**src/rtl/tour_monitor.sv**
```systemverilog
// tour_monitor: tracks a knight's tour on a BOARD_W x BOARD_H board and flags off-board, illegal or revisit moves.
module tour_monitor #(
  parameter int BOARD_W = 5,
  parameter int BOARD_H = 5,
  parameter int MOVES_REQ = BOARD_W*BOARD_H-1,
  parameter int MCW = $clog2(MOVES_REQ+1)
) (
  input  logic           clk,
  input  logic           rst,
  input  logic           start,
  input  logic [2:0]     start_xx,
  input  logic [2:0]     start_yy,
  input  logic           pos_vld,
  input  logic [2:0]     xx,
  input  logic [2:0]     yy,
  output logic [MCW-1:0] mv_cnt,
  output logic           move_ok,
  output logic           tour_done,
  output logic           err,
  output logic [1:0]     err_code,
  output logic [2:0]     cur_xx,
  output logic [2:0]     cur_yy
);
  localparam int N = BOARD_W*BOARD_H;
  localparam int IW = (N > 1) ? $clog2(N) : 1;
  typedef enum logic [1:0] {IDLE, TRACK, DONE, ERR} state_t;
  state_t state, nxt_state;
  logic [N-1:0] vis, nxt_vis;
  logic [MCW-1:0] nxt_cnt;
  logic [1:0] nxt_code;
  logic [2:0] nxt_cx, nxt_cy;
  logic nxt_ok;
  logic s_on, p_on, legal, same;
  logic [IW-1:0] s_idx, p_idx;
  logic signed [3:0] dx, dy, ax, ay;
  function automatic logic [IW-1:0] idx_of(input logic [2:0] x, input logic [2:0] y);
    return IW'(int'(y)*BOARD_W + int'(x));
  endfunction
  assign s_on = (int'(start_xx) < BOARD_W) && (int'(start_yy) < BOARD_H);
  assign p_on = (int'(xx) < BOARD_W) && (int'(yy) < BOARD_H);
  assign s_idx = idx_of(start_xx, start_yy);
  assign p_idx = idx_of(xx, yy);
  assign dx = $signed({1'b0, xx}) - $signed({1'b0, cur_xx});
  assign dy = $signed({1'b0, yy}) - $signed({1'b0, cur_yy});
  assign ax = dx[3] ? -dx : dx;
  assign ay = dy[3] ? -dy : dy;
  assign legal = (ax == 4'sd1 && ay == 4'sd2) || (ax == 4'sd2 && ay == 4'sd1);
  assign same = (xx == cur_xx) && (yy == cur_yy);
  assign tour_done = (state == DONE);
  assign err = (state == ERR);
  always_comb begin
    nxt_state = state;
    nxt_vis = vis;
    nxt_cnt = mv_cnt;
    nxt_code = err_code;
    nxt_cx = cur_xx;
    nxt_cy = cur_yy;
    nxt_ok = 1'b0;
    if (start) begin
      nxt_vis = '0;
      nxt_cnt = '0;
      nxt_code = 2'd0;
      if (s_on) begin
        nxt_vis[s_idx] = 1'b1;
        nxt_cx = start_xx;
        nxt_cy = start_yy;
        nxt_state = TRACK;
      end else begin
        nxt_code = 2'd1;
        nxt_state = ERR;
      end
    end else if (pos_vld && state == TRACK && !same) begin
      if (!p_on || !legal || vis[p_idx]) begin
        nxt_code = !p_on ? 2'd1 : !legal ? 2'd2 : 2'd3;
        nxt_state = ERR;
      end else begin
        nxt_vis[p_idx] = 1'b1;
        nxt_cx = xx;
        nxt_cy = yy;
        nxt_cnt = mv_cnt + 1'b1;
        nxt_ok = 1'b1;
        nxt_state = (mv_cnt + 1'b1 == MCW'(MOVES_REQ)) ? DONE : TRACK;
      end
    end
  end
  always_ff @(posedge clk) begin
    if (rst) begin
      state <= IDLE;
      vis <= '0;
      mv_cnt <= '0;
      err_code <= 2'd0;
      cur_xx <= 3'd0;
      cur_yy <= 3'd0;
      move_ok <= 1'b0;
    end else begin
      state <= nxt_state;
      vis <= nxt_vis;
      mv_cnt <= nxt_cnt;
      err_code <= nxt_code;
      cur_xx <= nxt_cx;
      cur_yy <= nxt_cy;
      move_ok <= nxt_ok;
    end
  end
endmodule

```
**config.mk**
```make
export PLATFORM = sky130hd
export DESIGN_NAME = tour_monitor
export DESIGN_NICKNAME = d
export VERILOG_FILES = /design/src/rtl/tour_monitor.sv
export SDC_FILE = /design/constraint.sdc
export NUM_CORES = 1
export LEC_CHECK = 0
export CORE_MARGIN = 1.5
export CORE_UTILIZATION = 40
export DETAILED_ROUTE_END_ITERATION = 12
export SLEW_MARGIN = 20
export SYNTH_ARGS = -nofsm -noshare
export SYNTH_HDL_FRONTEND = slang
export SYNTH_SLANG_ARGS = --single-unit
```
**constraint.sdc**
```tcl
create_clock -name clk -period 5.75 [get_ports clk]
set_input_delay 1.725 -clock clk [delete_from_list [all_inputs] [get_ports clk]]
set_output_delay 1.725 -clock clk [all_outputs]
set_load 0.02 [all_outputs]
```
; Word level (Yosys, flattened, before mapping)
; Index checks and enable logic that the tools add are counted.
[word_totals]
ff_bits = 41
latchBits = 0
ramBits = 0
mem_bits_ro = 0
in_bits = 16
out_inout_bits = 16
wordCells = 94
n_memories = 0
[classes]
addsub = 7
n_mul = 2
n_div = 0
magnitude_cmp = 8
eq_ne = 12
shift = 0
n_mux = 32
bitwise = 3
reduce_logical = 23
[op_table]
columns = cell, count
row1 = 2-to-1 mux 25 bit, 4
row2 = bitwise OR 25 bit, 1
row3 = 2-to-1 mux 3 bit, 8
row4 = 2-to-1 mux 2 bit, 9
row5 = < comparator 3 bit (second input constant), 4
row6 = < comparator 5 x 6 -> 1 bit (second input constant), 2
row7 = adder 5 x 3 -> 5 bit, 2
row8 = demux 1 bit (select 5 bit), 2
row9 = greater-or-equal comparator 5 x 1 -> 1 bit (second input constant), 2
row10 = multiplier 3 x 3 -> 5 bit (second input constant), 2
row11 = logical AND 1 bit, 9
row12 = equality test 4 x 2 -> 1 bit (second input constant), 2
row13 = equality test 4 x 3 -> 1 bit (second input constant), 2
row14 = 2-to-1 mux 4 bit, 2
row15 = negation 4 bit, 2
row16 = subtractor 3 x 3 -> 4 bit, 2
row17 = equality test 3 bit, 2
row18 = 2-to-1 mux 1 bit, 6
row19 = AND reduction 2 bit, 3
row20 = adder 5 x 1 -> 5 bit (second input constant), 1
row21 = binary-select mux 1 bit (select 5 bit), 1
row22 = equality test 5 bit (second input constant), 1
row23 = equality test 2 bit (second input constant), 2
row24 = nonzero test 2 bit, 2
row25 = 9 further kinds, 14

; Longest topological paths before layout
[depth]
word_depth = 12
depth_mapped = 13
depth_no_buf = 11

; Worst setup path after synthesis
; OpenSTA, ideal clock, no wires.
[synth_path]
path_kind = input port to flip-flop
from = input yy[0]
to = register cur_xx[0]
setup_time_ns = 0.119
arrival_ns = 4.476
required_time_ns = 5.631
setup_slack_ns = 1.155
path_stages = 10
path_buffers = 1
cell_sequence = ha_1 ha_1 fa_1 mux4_2 a2111oi_2 a311o_2 and4_1 buf_4 nand2_1 o221a_2
[synth_between]
elab_chain_len = 11
word_cells_on_any_way = 25
cone_classes = add/sub (3) / mul (1) / order compare (1) / eq/ne (4) / mux (3) / reduce/logical (13)
[synth_rtl]
columns = element, line_no
row1 = from (decl), 15  ; input logic [2:0] yy,
row2 = "parallel branches: the longest is 10 deep, another holds multiplier 3 x 3 -> 5 bit", n/a
row3 = AND reduction 3 bit (no source line) (*), n/a
row4 = to (signal assigned), 100  ; cur_xx <= nxt_cx;
row5 = to (decl), 21  ; output logic [2:0] cur_xx,
; Mark *: on every way between the ends. The select of a mux whose other input is x is not followed.
; A chain may end at the register's enable or synchronous reset.

; Worst setup path after layout
[layout_path]
from = input yy[2]
to = register mv_cnt[4]
[layout_between]
elab_chain_len = 11
word_cells_on_any_way = 24
cone_classes = add/sub (3) / mul (1) / order compare (1) / eq/ne (3) / mux (3) / bitwise (1) / reduce/logical (12)
[layout_rtl]
columns = element, line_no
row1 = "parallel branches: the longest is 10 deep, another holds multiplier 3 x 3 -> 5 bit", n/a
row2 = AND reduction 2 bit (no source line) (*), n/a
row3 = to (signal assigned), 98  ; mv_cnt <= nxt_cnt;
row4 = to (decl), 16  ; output logic [MCW-1:0] mv_cnt,
; Marks and branches as above.

==> flow_summary.toml <==
[outcome]
status = "complete, no violations"

[yosys]
synth-edff-count = 0
seq_area_frac_synth_pct = 27.5
synth_area_per_cell_um2 = 8.13
synth_ff_type = "dfxtp_1"
syn_area_um2 = 2980
ys_types = 53
async_reset_ff_share_pct = 0
synthCells = 367
synth_nets = 412
ys_seq_elements = 41
synth_warnings = 0

[sta]
hold_viol_final = 0
fin_skew_ns = 0.0119
finalMaxSlewViolations = 0
layout_setup_ws_ns = 0.585
fin_crit_sh_pct = 89.8
fin_setup_tns_ns = 0
relSlewSlack_pct = 46.1
max_slew.worst_pin.slew_ns = 0.788
max_freq_mhz = 194
grt_setup_unrepaired = "false"
period_needed_ns = 5.17
setup_violations = 0

[routing]
drt_drc_violations_left = 0
via_per_inst = 5.57
wirelength_um = 7700
drtAntennaViolNets = 0
vias = 2793
drt_first_iter_violations = 130
routedWlPerCell_um = 15.4
first_pass_iters = 4

[floorplan]
fp.dieH_um = 89.4
io_pins = 32
die_area_um2 = 7980
start_util_pct = 41.3
die_w_um = 89.4
core_um2 = 7210
rows = 31

[worst_setup_path]
critPathMaxFanout = 10
cpMostUsedCell = "ha_1"
arrival_ns = 5.40
critical_path_depth = 11
path_buf_inv = 2
cp_slowest_cell = "fa_1"
crit_family = "adder cells"
worstRegToRegCells = 10
crit_chain = "clkdlybuf4s50_1 > ha_1 > ha_1 > fa_1 > mux4_2 > a2111oi_2 > a311o_2 > nand4_2 > buf_4 > or3_1 > a21oi_1"
crit_path_start_kind = "input port"
end_kind = "flop"
crit_type = "input port to flop"
slowest_delay_ns = 0.80
worstPathRequired_ns = 5.98

[global_routing]
grt_max_degree = 33
grt_pass1_vias = 2663
antenna_found_initial = 0
grt_pass1_wl_um = 12700
track_usage_pct = 20.5
grt_overflow = 0

[finish]
final_layout_size_suffix_gt1_share_pct = 9.20
final_nets = 446
area_growth_pct = 19.1
fillerInstances = 763
diodes = 0
multi_input_area_um2 = 2020
seq_area_um2 = 821

[clock_network]
clockRootBuffer = "clkbuf_8"
cts_resized = 0
cts.htree.levels = 2
clkTransAtPathRegs_ns = 0.08
cts_buffers = 5
clock-sinks = 41
clkLatencyLatePin_ns = 0.30
postCtsSetupRepairBufs = 0
cts_buffer_depth = 2
cts_tree = "built"
hold_buffers = 0

[worst_hold_path]
hold-path-cell-count = 2
hold_class = "flop to flop"

[placement]
post-dp-hpwl_um = 5800
io_buffers = 31
place_congestion = 0.856
dp_slack_ns = 0.251

[power_and_ir_drop]
power.density_nw_per_um2 = 236
finalPower_mw = 0.839
cellLeakagePower_nw = 1.38
ir_worst_vdd_v = 0.000165

[flow_run]
max_cap_viol_count = 0
synth_stat cells, types with 3 or more instances:
| cell type | number | share of area [%] |
|---|---|---|
| o221a_2 | 6 | 2.3 |
| nand3_1 | 26 | 4.4 |
| nand2_1 | 19 | 2.4 |
| buf_4 | 3 | 0.75 |
| and2_1 | 6 | 1.3 |
| nand3b_1 | 3 | 0.75 |
| o21ai_0 | 14 | 2.3 |
| inv_1 | 15 | 1.9 |
| clkbuf_1 | 9 | 1.1 |
| a21oi_1 | 60 | 10 |
| mux4_2 | 4 | 3.0 |
| nand4_1 | 5 | 1.0 |
| xnor2_1 | 6 | 1.8 |
| or3_1 | 4 | 0.84 |
| ha_1 | 25 | 10 |
| nor3_1 | 8 | 1.3 |
| fa_1 | 4 | 2.7 |
| nor2_1 | 52 | 6.5 |
| and3_1 | 3 | 0.63 |
| a21o_1 | 4 | 1.0 |
| xor2_1 | 6 | 1.8 |
| mux2i_1 | 3 | 1.0 |
| dfxtp_1 | 41 | 28 |
| nor2b_1 | 6 | 1.3 |
cell families after synthesis:
kind of cell,count (synthesis),share of synthesized area [%]
buf+inv,31,4.82
xor+xnor,12,3.52
compound gates,100,21.1
flops,41,27.5
mux,9,5.79
simple gates,145,24.1
fa+ha+maj,29,13.2
routing by layer:
layer  vias up  routed length, um  GRT usage [%]
met5         -                  0              0
li1       1403                  -              -
met2        64               3620           34.2
met3         7                290           3.42
met4         0                 56           5.17
met1      1319               3740           27.6
cells in the final DEF, fill, tap and decap left out, types with 2 or more instances in the layout:
cell type        count
a21o_1               4
a21oi_1             60
a31o_2               2
and2_1               6
and3_1               3
buf_4               11
clkbuf_8             6
clkdlybuf4s50_1     31
dfxtp_1             41
fa_1                 4
ha_1                25
inv_1               15
mux2i_1              3
mux4_1               2
mux4_2               4
nand2_1             19
nand3_1             26
nand3b_1             3
nand4_1              5
nor2_1              52
nor2b_1              6
nor3_1               8
nor3b_1              2
nor4_1               2
o2111ai_1            2
o21ai_0             14
o221a_2              6
or3_1                4
xnor2_1              6
xor2_1               6
tightest hold or removal path: cells and delay by family, from the launching register on:
| kind | cells | cell delay, ns |
|---|---|---|
| flops | 1 | 0.32 |
| simple gates | 1 | 0.07 |
| mux | 1 | 0.06 |
state kept, by name (all words and copies together), names as in the netlist:
signal,count
vis,25
mv_cnt,5
cur_xx,3
cur_yy,3
err_code,2
state,2
move_ok,1
power by group:
group | switching [mW] | total, mW | internal (mW)
logic | 0.168 | 0.283 | 0.115
registers | 0.00984 | 0.309 | 0.299
clock network | 0.106 | 0.247 | 0.141
total | 0.283 | 0.839 | 0.555
worst paths after layout:
path | from | endpoint | slack, ns
worst max register to register | cur_yy[0] | mv_cnt[4] | 2.69
worst max-delay path | yy[2] | mv_cnt[4] | 0.58
worst min-delay path | err_code[0] | err_code[0] | 0.49
worst min register to register | err_code[0] | err_code[0] | 0.49
area by class of cell:
cell class                 instances  share of cell area [%]
sequential                        41                    23.1
clock inverter                     2                    1.06
timing repair buffer              43                    11.6
multi-input combinational        295                    56.8
tap                               99                    3.49
inverter                          15                    1.59
clock buffer                       6                    2.32
through the flow:
stage	cell area (um^2)	hold WS, ns	utilization [%]	cells
3_5_place_dp	3430	0.477	47.6	493
6_report	3550	0.486	49.2	501
2_1_floorplan	2980	0.463	-	367
3_3_place_gp	3430	0.471	47.6	493
5_1_grt	3550	0.506	49.2	501
4_1_cts	3550	0.489	49.2	501
Power figures use the tool's default switching activity.
